<file path="src/rtl/mem_dumper.sv">
// mem_dumper: on entry to the DUMP_MEM status, reads sample RAM words
// 0..i_memory_size-1 and streams each word MSB byte first to the UART
// transmitter. A start/done handshake paces the bytes, and o_end reports
// completion to the IAGC controller.
module mem_dumper #(
  parameter int DATA_SIZE        = 16,
  parameter int ADDR_SIZE        = 12,
  parameter int IAGC_STATUS_SIZE = 4,
  parameter int END_CYCLES       = 4
) (
  input  logic                        i_clock,
  input  logic                        i_reset_n,
  input  logic [IAGC_STATUS_SIZE-1:0] i_iagc_status,
  input  logic [ADDR_SIZE-1:0]        i_memory_size,
  output logic [ADDR_SIZE-1:0]        o_addr,
  output logic                        o_rd_en,
  input  logic [DATA_SIZE-1:0]        i_data,
  output logic [7:0]                  o_tx_data,
  output logic                        o_tx_start,
  input  logic                        i_tx_done,
  output logic                        o_end
);

  localparam int BYTES  = DATA_SIZE / 8;
  localparam int BCNT_W = (BYTES > 1) ? $clog2(BYTES) : 1;
  localparam int ECNT_W = $clog2(END_CYCLES + 1);

  localparam logic [IAGC_STATUS_SIZE-1:0] DUMP_MEM  = IAGC_STATUS_SIZE'(7);
  localparam logic [BCNT_W-1:0]           LAST_BYTE = BCNT_W'(BYTES - 1);
  localparam logic [ECNT_W-1:0]           LAST_END  = ECNT_W'(END_CYCLES - 1);

  typedef enum logic [2:0] {
    S_IDLE,
    S_READ,
    S_LATCH,
    S_SEND,
    S_WAIT_DONE,
    S_END
  } state_t;

  state_t                 state_reg,    state_next;
  logic [ADDR_SIZE-1:0]   addr_reg,     addr_next;
  logic [DATA_SIZE-1:0]   shift_reg,    shift_next;
  logic [BCNT_W-1:0]      byte_cnt_reg, byte_cnt_next;
  logic [ECNT_W-1:0]      end_cnt_reg,  end_cnt_next;
  logic                   dump_reg;

  logic                   dump_now;
  logic                   trigger;
  logic [ADDR_SIZE-1:0]   last_addr;

  assign dump_now  = (i_iagc_status == DUMP_MEM);
  // Only a fresh entry into DUMP_MEM starts a dump; holding it does not.
  assign trigger   = dump_now && !dump_reg;
  assign last_addr = i_memory_size - ADDR_SIZE'(1);

  // State and datapath registers, cleared asynchronously.
  always_ff @(posedge i_clock or negedge i_reset_n) begin
    if (!i_reset_n) begin
      state_reg    <= S_IDLE;
      addr_reg     <= '0;
      shift_reg    <= '0;
      byte_cnt_reg <= '0;
      end_cnt_reg  <= '0;
      dump_reg     <= 1'b0;
    end else begin
      state_reg    <= state_next;
      addr_reg     <= addr_next;
      shift_reg    <= shift_next;
      byte_cnt_reg <= byte_cnt_next;
      end_cnt_reg  <= end_cnt_next;
      dump_reg     <= dump_now;
    end
  end

  // Next-state and datapath update; leaving DUMP_MEM aborts from any busy state.
  always_comb begin
    state_next    = state_reg;
    addr_next     = addr_reg;
    shift_next    = shift_reg;
    byte_cnt_next = byte_cnt_reg;
    end_cnt_next  = end_cnt_reg;

    if (state_reg != S_IDLE && !dump_now) begin
      // Abort wins over a coincident i_tx_done.
      state_next    = S_IDLE;
      addr_next     = '0;
      shift_next    = '0;
      byte_cnt_next = '0;
      end_cnt_next  = '0;
    end else begin
      case (state_reg)
        S_IDLE: begin
          addr_next = '0;
          if (trigger) begin
            end_cnt_next = '0;
            if (i_memory_size == '0) begin
              state_next = S_END;
            end else begin
              state_next = S_READ;
            end
          end
        end
        S_READ: begin
          state_next = S_LATCH;
        end
        S_LATCH: begin
          // RAM data is valid the cycle after the read strobe.
          shift_next    = i_data;
          byte_cnt_next = LAST_BYTE;
          state_next    = S_SEND;
        end
        S_SEND: begin
          state_next = S_WAIT_DONE;
        end
        S_WAIT_DONE: begin
          if (i_tx_done) begin
            if (byte_cnt_reg != '0) begin
              shift_next    = shift_reg << 8;
              byte_cnt_next = byte_cnt_reg - BCNT_W'(1);
              state_next    = S_SEND;
            end else if (addr_reg == last_addr) begin
              addr_next    = '0;
              end_cnt_next = '0;
              state_next   = S_END;
            end else begin
              addr_next  = addr_reg + ADDR_SIZE'(1);
              state_next = S_READ;
            end
          end
        end
        S_END: begin
          addr_next = '0;
          if (end_cnt_reg == LAST_END) begin
            end_cnt_next = '0;
            state_next   = S_IDLE;
          end else begin
            end_cnt_next = end_cnt_reg + ECNT_W'(1);
          end
        end
        default: begin
          state_next = S_IDLE;
        end
      endcase
    end
  end

  // Strobes decode purely from registered state; no input reaches them.
  always_comb begin
    o_addr     = addr_reg;
    o_rd_en    = (state_reg == S_READ);
    o_tx_start = (state_reg == S_SEND);
    o_end      = (state_reg == S_END);
    o_tx_data  = 8'h00;
    if (state_reg == S_SEND || state_reg == S_WAIT_DONE) begin
      o_tx_data = shift_reg[DATA_SIZE-1 -: 8];
    end
  end

endmodule

</file>
<file path="config.mk">
export PLATFORM = sky130hd
export DESIGN_NAME = mem_dumper
export DESIGN_NICKNAME = d
export VERILOG_FILES = /design/src/rtl/mem_dumper.sv
export SDC_FILE = /design/constraint.sdc
export NUM_CORES = 1
export LEC_CHECK = 0
export CORE_ASPECT_RATIO = 0.75
export CORE_MARGIN = 5
export CORE_UTILIZATION = 59
export CTS_CLUSTER_DIAMETER = 150
export DETAILED_ROUTE_END_ITERATION = 16
export DONT_BUFFER_PORTS = 1
export GPL_TIMING_DRIVEN = 0
export PLACE_DENSITY = 0.74
export SETUP_SLACK_MARGIN = 0.3
export SLEW_MARGIN = 20
export SYNTH_ARGS = -nofsm -noshare
export SYNTH_HDL_FRONTEND = slang
export SYNTH_SLANG_ARGS = --single-unit
</file>
<file path="constraint.sdc">
create_clock -name i_clock -period 5.7 [get_ports i_clock]
set_clock_uncertainty 0.2 [all_clocks]
set_input_delay 0.855 -clock i_clock [delete_from_list [all_inputs] [get_ports i_clock]]
set_output_delay 0.855 -clock i_clock [all_outputs]
set_load 0.005 [all_outputs]
</file>
# Word level (Yosys, flattened, before mapping)

Index checks and enable logic that the tools add are counted.

Add/sub/neg operators: 4
Equality and inequality tests: 14
Muxes and demuxes: 29
Reductions and logical operators: 17

Operator list:

| cell                                                                  | number |
|---|---|
| 12-bit two-way mux                                                    | 4 |
| 16-bit two-way mux                                                    | 3 |
| 3-bit two-way mux                                                     | 13 |
| 16-bit case mux with 2 select lines                                   | 1 |
| 12-bit case mux with 2 select lines                                   | 1 |
| 3-bit case mux with 6 select lines                                    | 1 |
| 3-bit != test, second input constant                                  | 5 |
| 12-bit by 1-bit adder with 12-bit output, second input constant       | 1 |
| 12-bit equality test                                                  | 1 |
| 12-bit logical NOT                                                    | 1 |
| 12-bit by 1-bit subtractor with 12-bit output, second input constant  | 1 |
| 3-bit by 2-bit equality test with 1-bit output, second input constant | 3 |
| 3-bit case mux with 3 select lines                                    | 1 |
| 3-bit AND reduction                                                   | 3 |
| 3-bit nonzero test                                                    | 3 |
| 8-bit two-way mux                                                     | 1 |
| 3-bit equality test, second input constant                            | 2 |
| 5-bit AND reduction                                                   | 1 |
| 4-bit by 3-bit equality test with 1-bit output, second input constant | 1 |
| 4-bit nonzero test                                                    | 1 |
| 3-bit by 1-bit adder with 3-bit output, second input constant         | 1 |
| 3-bit by 1-bit equality test with 1-bit output, second input constant | 1 |
| 3-bit logical NOT                                                     | 1 |
| 1-bit two-way mux                                                     | 3 |
| other kinds (8)                                                       | 10 |

Bits in registers: 36
Input bits: 35
Output and inout port bits: 23
Logic and storage cells: 70

# Logic depth before layout (Yosys ltp)

Gate-level depths: netlist of run 1.

Depth after elaboration: 7
Mapped depth: 10
Mapped depth without buffers: 9

# Least setup slack after synthesis of run 1

Ideal clock, no wire load.

Path type: input -> register
From: input i_memory_size[0]
To: register end_cnt_reg[0]
Library setup time: 0.125 ns
Arrival time: 2.800 ns
Data required time: 5.375 ns
Path slack: 2.575 ns
Stages on the path: 8
Buffers on the path: 1
Path through: or3_1 -> or4_1 -> a211oi_1 -> and4_4 -> buf_6 -> nand3_1 -> a21bo_2 -> mux2_2

Cells in the longest elaborated chain, start to end: 4

RTL lines:

| element                                       | line | source |
|---|---|---|
| start: declaration                            | 14   | `input logic [ADDR_SIZE-1:0] i_memory_size,` |
| 12-bit by 1-bit subtractor with 12-bit output | 55   | `assign last_addr = i_memory_size - ADDR_SIZE'(1);` |
| 12-bit equality test                          | 122  | `end else if (addr_reg == last_addr) begin` |
| 3-bit != test (no source line)                | --   |  |
| 5-bit AND reduction (no source line)          | --   |  |
| end signal: assignment                        | 71   | `end_cnt_reg <= end_cnt_next;` |
| end: declaration                              | 45   | `logic [ECNT_W-1:0] end_cnt_reg, end_cnt_next;` |

Every way passes these cells.
A chain may end at the register's enable or synchronous reset.

# Final worst setup path of run 1

From: register state_reg[0]
To: output o_tx_data[2]

Cells in the longest elaborated chain, start to end: 3
Elaborated cells on any way between the ends: 4
Those cells by class: eq/ne: 2; mux: 1; reduce/logical: 1

RTL lines:

| element                                                                               | line | source |
|---|---|---|
| start: declaration                                                                    | 41   | `state_t state_reg, state_next;` |
| start signal: assignment                                                              | 67   | `state_reg <= state_next;` |
| 3-bit by 2-bit equality test with 1-bit output or 3-bit equality test (tied branches) | 155  | `if (state_reg == S_SEND \|\| state_reg == S_WAIT_DONE) begin` |
| 1-bit logical OR (*)                                                                  | 155  |  |
| 8-bit two-way mux (*)                                                                 | 155  |  |
| end: declaration                                                                      | 18   | `output logic [7:0] o_tx_data,` |

Every way passes the cells marked *; elsewhere a longest branch is shown, timed or not.

==> run_results.csv, run 1 <==
group,metric,value,unit
grt,grt_max_degree,37,
clock_tree,cts_sinks,36,
placed_design,hpwl,4618,um
routing,routed_via_density,6.266,
routing,route.met3.wl,516,um
logic_synthesis,netlist_area,2437,um^2
logic_synthesis,seq_area_frac_synth,0.3696,
sta,fin_setup_tns,0,ns
critical_path,crit_path_start,"state_reg[0]",
clock_tree,post_cts_resized,0,
critical_path,required,4.64,ns
grt,grt_use_total,0.2378,
floorplanning,design.core.area,4029,um^2
critical_path,crit_type,"flip-flop to primary output",
logic_synthesis,syn_area_per_cell,8.613,um^2
critical_path,critPathMaxFanout,10,
grt,grt_remaining_overflow,0,
placed_design,io_buffers,0,
clock_tree,hold_buffers,0,
clock_tree,htreeDepth,2,
logic_synthesis,ys_ff_latch,36,
finish,n_fill_cell,375,
clock_tree,cts_setup_buffers,0,
routing,routedWlPerCell,17.59,um
critical_path,startpoint_type,"flip-flop",
power_and_ir_drop,power.internal,0.0004061,W
sta,drv_slew,0,
clock_tree,worstSkewPairLatency,0.29,ns
clock_tree,cts_buffer_depth,2,
clock_tree,cts_tree,"built",
finish,layout_commonest_cell,"nand2_1",
finish,diodes,0,
floorplanning,dieArea,5530,um^2
finish,syn2layout_area_growth,6.673,%
run,drv_cap,0,
power_and_ir_drop,p_total,0.0005408,W
logic_synthesis,synth_ff_type,"dfrtp_1",
routing,met2WireLength,2675,um
sta,min_period,3.403,ns
floorplanning,die_w,84.22,um
power_and_ir_drop,clkPwrFrac,0.348,
power_and_ir_drop,ir_worst_vdd,0.0001939,V
critical_path,r2r-end,"end_cnt_reg[0]",
logic_synthesis,syn_nets,321,
grt,antenna_found_initial,0,
power_and_ir_drop,switching_share,0.2491,
floorplanning,row_count,20,
finish,layout-drive-gt1-share,0.07904,
power_and_ir_drop,power_density,208.0,nW/um^2
power_and_ir_drop,seq_power_share,0.548,
routing,ant_nets,0,
logic_synthesis,synth_area_leaders,"dfrtp_1 (37%), nand2_1 (7.1%), o21ai_0 (4.7%), xnor2_1 (4.0%), o31ai_1 (3.4%)",
power_and_ir_drop,p_switching,0.0001347,W
power_and_ir_drop,combPwrFrac,0.104,
sta,setup_viol,0,
sta,fmax,0.2939,GHz
routing,first_pass_iters,4,
power_and_ir_drop,leakage,1.135,nW
grt,grt_first_pass_wirelength,10490,um
sta,hold_viol,0,
critical_path,worst-endpoint-arrival,2.35,ns
logic_synthesis,synth-async-reset-ratio,1.000,
critical_path,cp-end-kind,"primary output",
floorplanning,die_h,65.66,um
logic_synthesis,synth.distinct_cells,57,
routing,top_layer_used,"met4",
routing,vias,2168,
routing,wirelength,6086,um
logic_synthesis,synthCells,283,
outcome,status,"finished, final reports clean",
critical_path,crit_path_end,"o_tx_data[2]",
clock_tree,cts_made_buffers,5,
finish,final_cell_mix,"nand2_1 (46), dfrtp_1 (36), o21ai_0 (23)",
sta,rsz0062_at_grt,"false",
finish,largest_reg_flops,16,
routing,post-route-drc-count,0,
sta,worst_slew_margin_rel,0.4426,
finish,layout.nets,328,
routing,wirelength_met1,2847,um
routing,drt_iter0_drc,139,
clock_tree,clkSlewWorstSetupHoldPaths,0.08,ns
floorplanning,start_util,0.6050,
hold_path,min_path_type,"input pin to asynchronous set/reset pin",
grt,grt_pass1_vias,2149,
floorplanning,ioPinCount,58,
logic_synthesis,synth-edff-count,0,
critical_path,reg2reg_slack,2.76,ns
logic_synthesis,synth_warnings,0,
sta,final.period_utilization,0.5970,
placed_design,place.gp.congestion,0.8670,
critical_path,r2r_start,"o_addr[8]",
clock_tree,cts-root-buf,"clkbuf_8",
logic_synthesis,yosysTopAreaCell,"dfrtp_1",
sta,worst_pin_slew,0.8273,ns
critical_path,r2r_cells,7,
logic_synthesis,yosys.area.top_type_share,0.3696,
## layer usage
metal | track usage | up-vias
li1 | - | 1042
met1 | 0.3425 | 1035
met2 | 0.3533 | 84
met3 | 0.06391 | 7
met4 | 0.06024 | 0
met5 | 0 | -
## synthesized netlist by cell type (all sizes together), types with 2 or more instances
master  count
o41ai       2
o311ai      3
o31ai      12
nand2      47
dfrtp      36
nand2b      7
a211oi      4
a31oi       5
or4         3
o21ai      23
ha          3
xnor2      11
xor2        3
clkbuf      7
nor2       17
nor2b       7
nand3      12
nor3        7
mux2i       5
inv         9
a22o        4
and3        2
o22ai       3
a22oi       3
or3         3
a21oi      12
and2       10
## cell families (layout without fill, tap and decap cells)
group	count (synthesis)	count (layout)	synth area share
XOR/XNOR	14	14	0.05031
AO/OA/AOI/OAI	83	83	0.2490
adder cells (fa/ha/maj)	3	3	0.01540
buffers and inverters	19	27	0.03439
multiplexers	6	6	0.02515
flip-flops	36	36	0.3696
AND/OR/NAND/NOR	122	122	0.2562
## worst min-delay path by stage
| stage | startpoint | end | slack, ns | cells after the start |
|---|---|---|---|---|
| 2_1_floorplan | shift_reg[11] | shift_reg[11] | 0.24 | 2 |
| 3_3_place_gp | shift_reg[9] | shift_reg[9] | 0.25 | 2 |
| 3_5_place_dp | shift_reg[9] | shift_reg[9] | 0.26 | 2 |
| 4_1_cts | i_reset_n | state_reg[1] | 0.05 | 0 |
| 5_1_grt | i_reset_n | shift_reg[14] | 0.03 | 0 |
| 6_report | i_reset_n | shift_reg[14] | 0.06 | 0 |
## worst max-delay path: stages (launching register included)
cell and delay (ns):
dfrtp_1 0.39, clkbuf_1 0.34, nor2_1 0.16, nand2_1 0.40, o21ai_0 0.44, and2_1 0.33
## final cells by class
type,instances,area [um^2],area share
tap,55,68.82,0.02647
sequential,36,900.9,0.3465
inverter,10,37.54,0.01444
multi-input combinational,228,1453,0.5587
clock buffer,7,86.33,0.03321
clock inverter,1,7.507,0.002887
buffer,9,46.29,0.01781
## metrics by stage
stage	hold slack, ns	worst slack [ns]	util	std cells	area (um^2)
after global placement	0.2522	2.317	0.6221	338	2506
after CTS	0.05103	2.345	0.6453	346	2600
final	0.05789	2.297	0.6453	346	2600
after detailed placement	0.2625	2.271	0.6221	338	2506
after floorplan	0.2402	2.575	-	283	2437
after global routing	0.03491	2.162	0.6453	346	2600
## power groups by stage
stage / Sequential, W / Clock, W / Combinational, W
after CTS: 0.000297 / 0.000190 / 0.0000564
final: 0.000296 / 0.000188 / 0.0000564
after floorplan: 0.000297 / 0 / 0.0000467
after global routing: 0.000301 / 0.000205 / 0.0000668
after global placement: 0.000300 / 0 / 0.0000536
after detailed placement: 0.000302 / 0 / 0.0000564
No activity file was read; power rests on OpenSTA's default activity.
==> run 2, diff against run 1 <==
ABC_AREA = 1   (was unset)
CORE_UTILIZATION = 57   (was 59)
clock period = 2.8 ns   (was 5.7 ns; I/O delays follow)
==> run 2 against run 1 <==
  * Highest routed layer unchanged
  * Critical path type unchanged
  * Largest power group is now combinational cells
  * Register-to-register slack lost 2.2 ns
  * Critical endpoint is now o_tx_data[7]
  * Largest cell class unchanged
  * First-iteration DRC count grew 16%
  * Cell count grew 21%
==> run_results.csv, run 2 <==
group,metric,value,unit
placed_design,place.gp.congestion,0.8861,
sta,min_period,2.346,ns
logic_synthesis,netlist_area,2462,um^2
floorplanning,dieArea,5748,um^2
critical_path,cpLargestDelayFamily,"simple AND/OR/NAND/NOR gates",
placed_design,io_buffers,0,
floorplanning,ioPinCount,58,
clock_tree,cts_made_buffers,5,
clock_tree,cts_buffer_depth,2,
routing,ant_nets,0,
critical_path,cpMaxStageDelayCell,"nor2_1",
critical_path,required,2.18,ns
critical_path,critPathMaxFanout,9,
logic_synthesis,ys_ff_latch,36,
logic_synthesis,synth_fa_ha_area_frac,0.01524,
run,drv_cap,0,
clock_tree,cts_sinks,36,
critical_path,reg2reg_slack,0.59,ns
clock_tree,clkSlewWorstSetupHoldPaths,0.07,ns
floorplanning,design.core.area,4104,um^2
logic_synthesis,syn_nets,393,
logic_synthesis,synth-xor-area-share,0.04268,
logic_synthesis,synth.distinct_cells,29,
sta,worst_slew_margin_rel,0.6219,
sta,rsz0062_at_grt,"false",
critical_path,r2r-end,"shift_reg[12]",
floorplanning,die_h,66.92,um
grt,antenna_found_initial,0,
logic_synthesis,synthTopCellsByCount,"nand2_1 (83), inv_1 (61), nor2_1 (38)",
finish,layout_commonest_cell,"nand2_1",
finish,final_cell_mix,"nand2_1 (83), inv_1 (61), nor2_1 (38)",
hold_path,min_to,"dump_reg",
logic_synthesis,yosysMostFrequentCell,"nand2_1",
critical_path,path_cells,"nor2_2, nand2_1, inv_2, nor2_1, nor2_1",
finish,largest_reg_flops,16,
clock_tree,cts_tree,"built",
hold_path,min_path_cells,1,
finish,n_fill_cell,390,
routing,routed_via_density,5.286,
critical_path,r2r_cells,11,
power_and_ir_drop,p_total,0.001952,W
power_and_ir_drop,leakage,1.268,nW
clock_tree,htreeDepth,2,
critical_path,crit_buf_inv,1,
critical_path,critPathMaxStageDelay,0.47,ns
critical_path,r2r_start,"state_reg[1]",
routing,post-route-drc-count,0,
logic_synthesis,synthMuxAreaShare,0,
sta,hold_viol,0,
grt,grt_use_total,0.2176,
logic_synthesis,synth_warnings,0,
clock_tree,cts_setup_buffers,0,
logic_synthesis,synth-async-reset-ratio,1.000,
routing,vias,2220,
hold_path,min_from,"i_iagc_status[3]",
finish,postLayoutCoreUtil,0.6561,
sta,fmax,0.4262,GHz
routing,wirelength,5741,um
power_and_ir_drop,power_density,724.8,nW/um^2
sta,fin_setup_tns,0,ns
grt,grt_remaining_overflow,0,
placed_design,dp_worst_setup_slack,0.3606,ns
clock_tree,cts-root-buf,"clkbuf_8",
logic_synthesis,seq_area_frac_synth,0.3659,
sta,setup_viol,0,
floorplanning,die_w,85.90,um
sta,worst_slack,0.4539,ns
placed_design,postPlaceCellArea,2531,um^2
logic_synthesis,syn_area_per_cell,6.936,um^2
logic_synthesis,synth-edff-count,0,
clock_tree,worstSkewPairLatency,0.29,ns
outcome,status,"finished, final reports clean",
routing,drt_iter0_drc,161,
critical_path,startpoint_type,"flip-flop",
grt,grt_first_pass_wirelength,9729,um
logic_synthesis,synth_ff_type,"dfrtp_1",
finish,syn2layout_area_growth,9.349,%
sta,final.period_utilization,0.8379,
critical_path,worst-endpoint-arrival,1.73,ns
finish,diodes,0,
logic_synthesis,yosysTopAreaCell,"dfrtp_1",
critical_path,cp-end-kind,"primary output",
logic_synthesis,synthSimpleGateAreaFrac,0.3450,
floorplanning,start_util,0.6000,
placed_design,hpwl,4423,um
logic_synthesis,synth_area_leaders,"dfrtp_1 (37%), nand2_1 (13%), inv_1 (9.3%), nand3_1 (7.1%), nor2_1 (5.8%)",
grt,grt_pass1_vias,2055,
critical_path,cpMostUsedCell,"nor2_1",
floorplanning,row_count,20,
logic_synthesis,yosys.area.top_type_share,0.3659,
power_and_ir_drop,ir_worst_vdd,0.0003852,V
logic_synthesis,synth_compound_area_frac,0.1138,
sta,drv_slew,0,
sta,worst_pin_slew,0.5651,ns
routing,first_pass_iters,4,
finish,layout.nets,402,
grt,grt_max_degree,37,
routing,routedWlPerCell,13.67,um
logic_synthesis,synth_top_family_by_area,"simple AND/OR/NAND/NOR gates",
logic_synthesis,synthCells,355,
finish,layout-drive-gt1-share,0.09315,
critical_path,crit_type,"flip-flop to primary output",
finish,design_area,2693,um^2
hold_path,min_path_type,"input pin to flip-flop",
[run 2: logic make-up after synthesis]
group / count (synthesis)
xor+xnor: 12
flops: 36
simple gates: 187
compound gates: 46
fa+ha+maj: 3
buf+inv: 71
[run 2: metrics by stage]
stage,std cells,hold slack [ns]
after floorplan,355,-0.07559
after global placement,410,-0.07476
after detailed placement,410,-0.07472
after CTS,420,0.01871
after global routing,420,0.01350
final,420,0.02456
[run 2: repair_timing]
action,4_1_cts,5_1_grt
hold buffers,2,0
endpoints found under the hold margin,36,0
gates resized for setup,0,1
endpoints found under the setup margin,0,8
[run 2: cell type report]
type                    instances  area, um^2  share of cell area
multi-input cells             248        1277              0.4744
flip-flops and latches         36       900.9              0.3346
inverters                      65       244.0             0.09061
clock buffers                   7       96.34             0.03578
well taps                      55       68.82             0.02556
plain buffers                   6       45.04             0.01673
clock inverters                 1       30.03             0.01115
repair buffers                  2       30.03             0.01115
[run 2: where the power goes]
part	switching (W)	internal [W]	leakage, nW
sequential	0.0000501	0.000648	0.478
clock	0.000189	0.000314	0.0645
combinational	0.000505	0.000245	0.725
[run 2: how the worst max path moves through the flow]
stage                                 from      endpoint  slack [ns]  cells past startpoint
after floorplan           i_memory_size[0]    o_addr[10]        0.79                     11
after global placement    i_memory_size[0]     o_addr[7]        0.39                     11
after detailed placement  i_memory_size[0]     o_addr[8]        0.36                     11
after CTS                     state_reg[1]  o_tx_data[7]        0.34                      4
after global routing          state_reg[1]  o_tx_data[5]        0.31                      5
final                         state_reg[1]  o_tx_data[7]        0.45                      5
[run 2: metal layers]
layer	global-route usage	wire length, um
met1	0.3167	2864
met2	0.3183	2430
met3	0.05810	396
met4	0.05336	49
met5	0	0
==> run 3, diff against run 2 <==
CORE_UTILIZATION = 59   (was 57)
clock period = 2.25 ns   (was 2.8 ns; I/O delays follow)
==> run 3 against run 2 <==
  * Combinational power rose by 77%
  * Clock power rose by 14%
  * Critical path depth decreased by 1
  * Cell area increased by 16%
  * Critical path type unchanged
  * Critical endpoint is now o_tx_data[1]
  * Largest cell class unchanged
==> run_results.csv, run 3 (same netlist as run 2, synthesis figures left out) <==
group,metric,value,unit
clock_tree,worstSkewPairLatency,0.30,ns
finish,syn2layout_area_growth,26.42,%
sta,hold_slack,0.01777,ns
run,drv_cap,0,
sta,final.period_utilization,0.8941,
power_and_ir_drop,power.internal,0.001667,W
power_and_ir_drop,seq_power_share,0.317,
critical_path,path_cells,"inv_1, nor3_4, nor2_4, nor2_1",
critical_path,worst-endpoint-arrival,1.47,ns
critical_path,cp-end-kind,"primary output",
critical_path,crit_buf_inv,1,
hold_path,min_path_type,"input pin to flip-flop",
routing,ant_nets,0,
placed_design,io_buffers,0,
grt,grt_pass1_vias,2318,
clock_tree,clkSlewWorstSetupHoldPaths,0.07,ns
floorplanning,row_count,20,
floorplanning,start_util,0.6074,
placed_design,dp_worst_setup_slack,-0.1130,ns
finish,final_cell_mix,"nand2_1 (79), inv_1 (59), nand3_1 (31)",
routing,post-route-drc-count,0,
finish,layout_commonest_cell,"nand2_1",
sta,fmax,0.4971,GHz
sta,setup_viol,0,
sta,worst_slew_margin_rel,0.7296,
floorplanning,die_h,65.95,um
routing,routedWlPerCell,14.98,um
grt,antenna_found_initial,0,
power_and_ir_drop,combPwrFrac,0.477,
sta,worst_slack,0.2383,ns
sta,hold_viol,0,
power_and_ir_drop,ir_worst_vdd,0.0005900,V
routing,drt_iter0_drc,165,
critical_path,critPathMaxFanout,8,
finish,layout.nets,431,
grt,grt_use_total,0.2358,
power_and_ir_drop,p_switching,0.001116,W
routing,wirelength,6725,um
clock_tree,cts_sinks,36,
critical_path,crit_type,"flip-flop to primary output",
sta,drv_slew,0,
routing,vias,2471,
floorplanning,die_w,84.60,um
clock_tree,cts-root-buf,"clkbuf_8",
floorplanning,ioPinCount,58,
critical_path,startpoint_type,"flip-flop",
routing,first_pass_iters,5,
power_and_ir_drop,switching_share,0.4011,
power_and_ir_drop,clkPwrFrac,0.206,
grt,grt_remaining_overflow,0,
sta,rsz0062_at_grt,"true",
placed_design,place.gp.congestion,0.8820,
clock_tree,cts_made_buffers,5,
power_and_ir_drop,power_density,893.9,nW/um^2
critical_path,required,1.71,ns
critical_path,cpMaxStageDelayCell,"dfrtp_2",
floorplanning,dieArea,5579,um^2
finish,stdcell_count,449,
grt,grt_first_pass_wirelength,10460,um
finish,largest_reg_flops,16,
outcome,status,"finished, final reports clean",
finish,layout-drive-gt1-share,0.2513,
floorplanning,design.core.area,4054,um^2
critical_path,critPathMaxStageDelay,0.43,ns
sta,worst_pin_slew,0.4043,ns
clock_tree,htreeDepth,2,
sta,min_period,2.012,ns
placed_design,placed_cells,410,
finish,diodes,0,
power_and_ir_drop,leakage,1.430,nW
clock_tree,cts_tree,"built",
routing,routed_via_density,5.503,
placed_design,hpwl,4418,um
grt,grt_max_degree,37,
critical_path,cpLargestDelayFamily,"simple AND/OR/NAND/NOR gates",
clock_tree,cts_buffer_depth,2,
==> run 3: cell types whose count changed in the layout (fill, tap and decap cells not counted), moves of 7 or more <==
| cell | change |
|---|---|
| dlygate4sd3_1 | +8 |
| dfrtp_1 | -7 |
| nor2_2 | +12 |
| buf_4 | +18 |
| nor2_1 | -16 |
| o21ai_1 | +7 |
| o21ai_0 | -8 |
| dfrtp_2 | +7 |
==> run 3: worst reg2reg max path, cell delays in order (launching register included) <==
cell and delay, ns:
dfrtp_2 0.46, nor2_4 0.17, inv_2 0.07, nor2_4 0.15
nor2_4 0.07, inv_2 0.11, o21ai_4 0.07, nand2_4 0.13
inv_4 0.05, buf_6 0.13, nand2_2 0.06, xor2_1 0.15
a21oi_1 0.06
==> run 3: final cells by class <==
| class | count | area [um^2] |
|---|---|---|
| fillers | 313 | 940.9 |
| well taps | 55 | 68.82 |
| flip-flops and latches | 36 | 909.6 |
| plain buffers | 6 | 50.05 |
| multi-input cells | 248 | 1449 |
| inverters | 65 | 251.5 |
| clock inverters | 3 | 42.54 |
| clock buffers | 5 | 68.82 |
| repair buffers | 31 | 272.8 |
==> run 3: routing by layer <==
layer	up-vias	global-route usage	part of all wire
li1	1204	-	-
met1	1151	0.3239	0.44
met2	104	0.3623	0.46
met3	12	0.05978	0.073
met4	0	0.08300	0.022
met5	-	0	0
==> run 3: path summary, 6_finish.rpt <==
check / startpoint / end / slack [ns] / cells past startpoint
min: i_data[5] / shift_reg[5] / 0.02 / 2
max: state_reg[1] / o_tx_data[1] / 0.24 / 4
max in group asynchronous: i_reset_n / o_addr[0] / 1.35 / 2
min in group asynchronous: i_reset_n / shift_reg[8] / 0.29 / 2
max reg2reg: state_reg[0] / o_addr[6] / 0.27 / 12
min reg2reg: end_cnt_reg[2] / end_cnt_reg[2] / 0.28 / 2
==> run 3: what timing repair did <==
action                                  in CTS  in global routing
hold endpoints to repair                    44                  0
resized for setup                           21                 51
cloned                                       0                  1
pin swaps                                    6                 12
buffers inserted                            13                  7
endpoints found under the setup margin      39                 39
hold buffers                                10                  0
==> run 3: power by group through the flow <==
stage	logic (W)	registers [W]	clock network (W)
CTS	0.00108	0.000874	0.000582
global placement	0.000880	0.000876	0
detailed placement	0.000904	0.000882	0
global route	0.00146	0.000900	0.000617
floorplan	0.000721	0.000867	0
finish	0.00133	0.000881	0.000573
==> run 3: metrics by stage <==
stage          total power (W)  instance area (um^2)  utilization  TNS [ns]
6_report              0.002783                  3113       0.7679         0
5_1_grt               0.002976                  3113       0.7679         0
4_1_cts               0.002536                  2919       0.7201         0
3_5_place_dp          0.001786                  2531       0.6244   -0.9186
3_3_place_gp          0.001756                  2531       0.6244   -0.6890
2_1_floorplan         0.001588                  2462            -         0
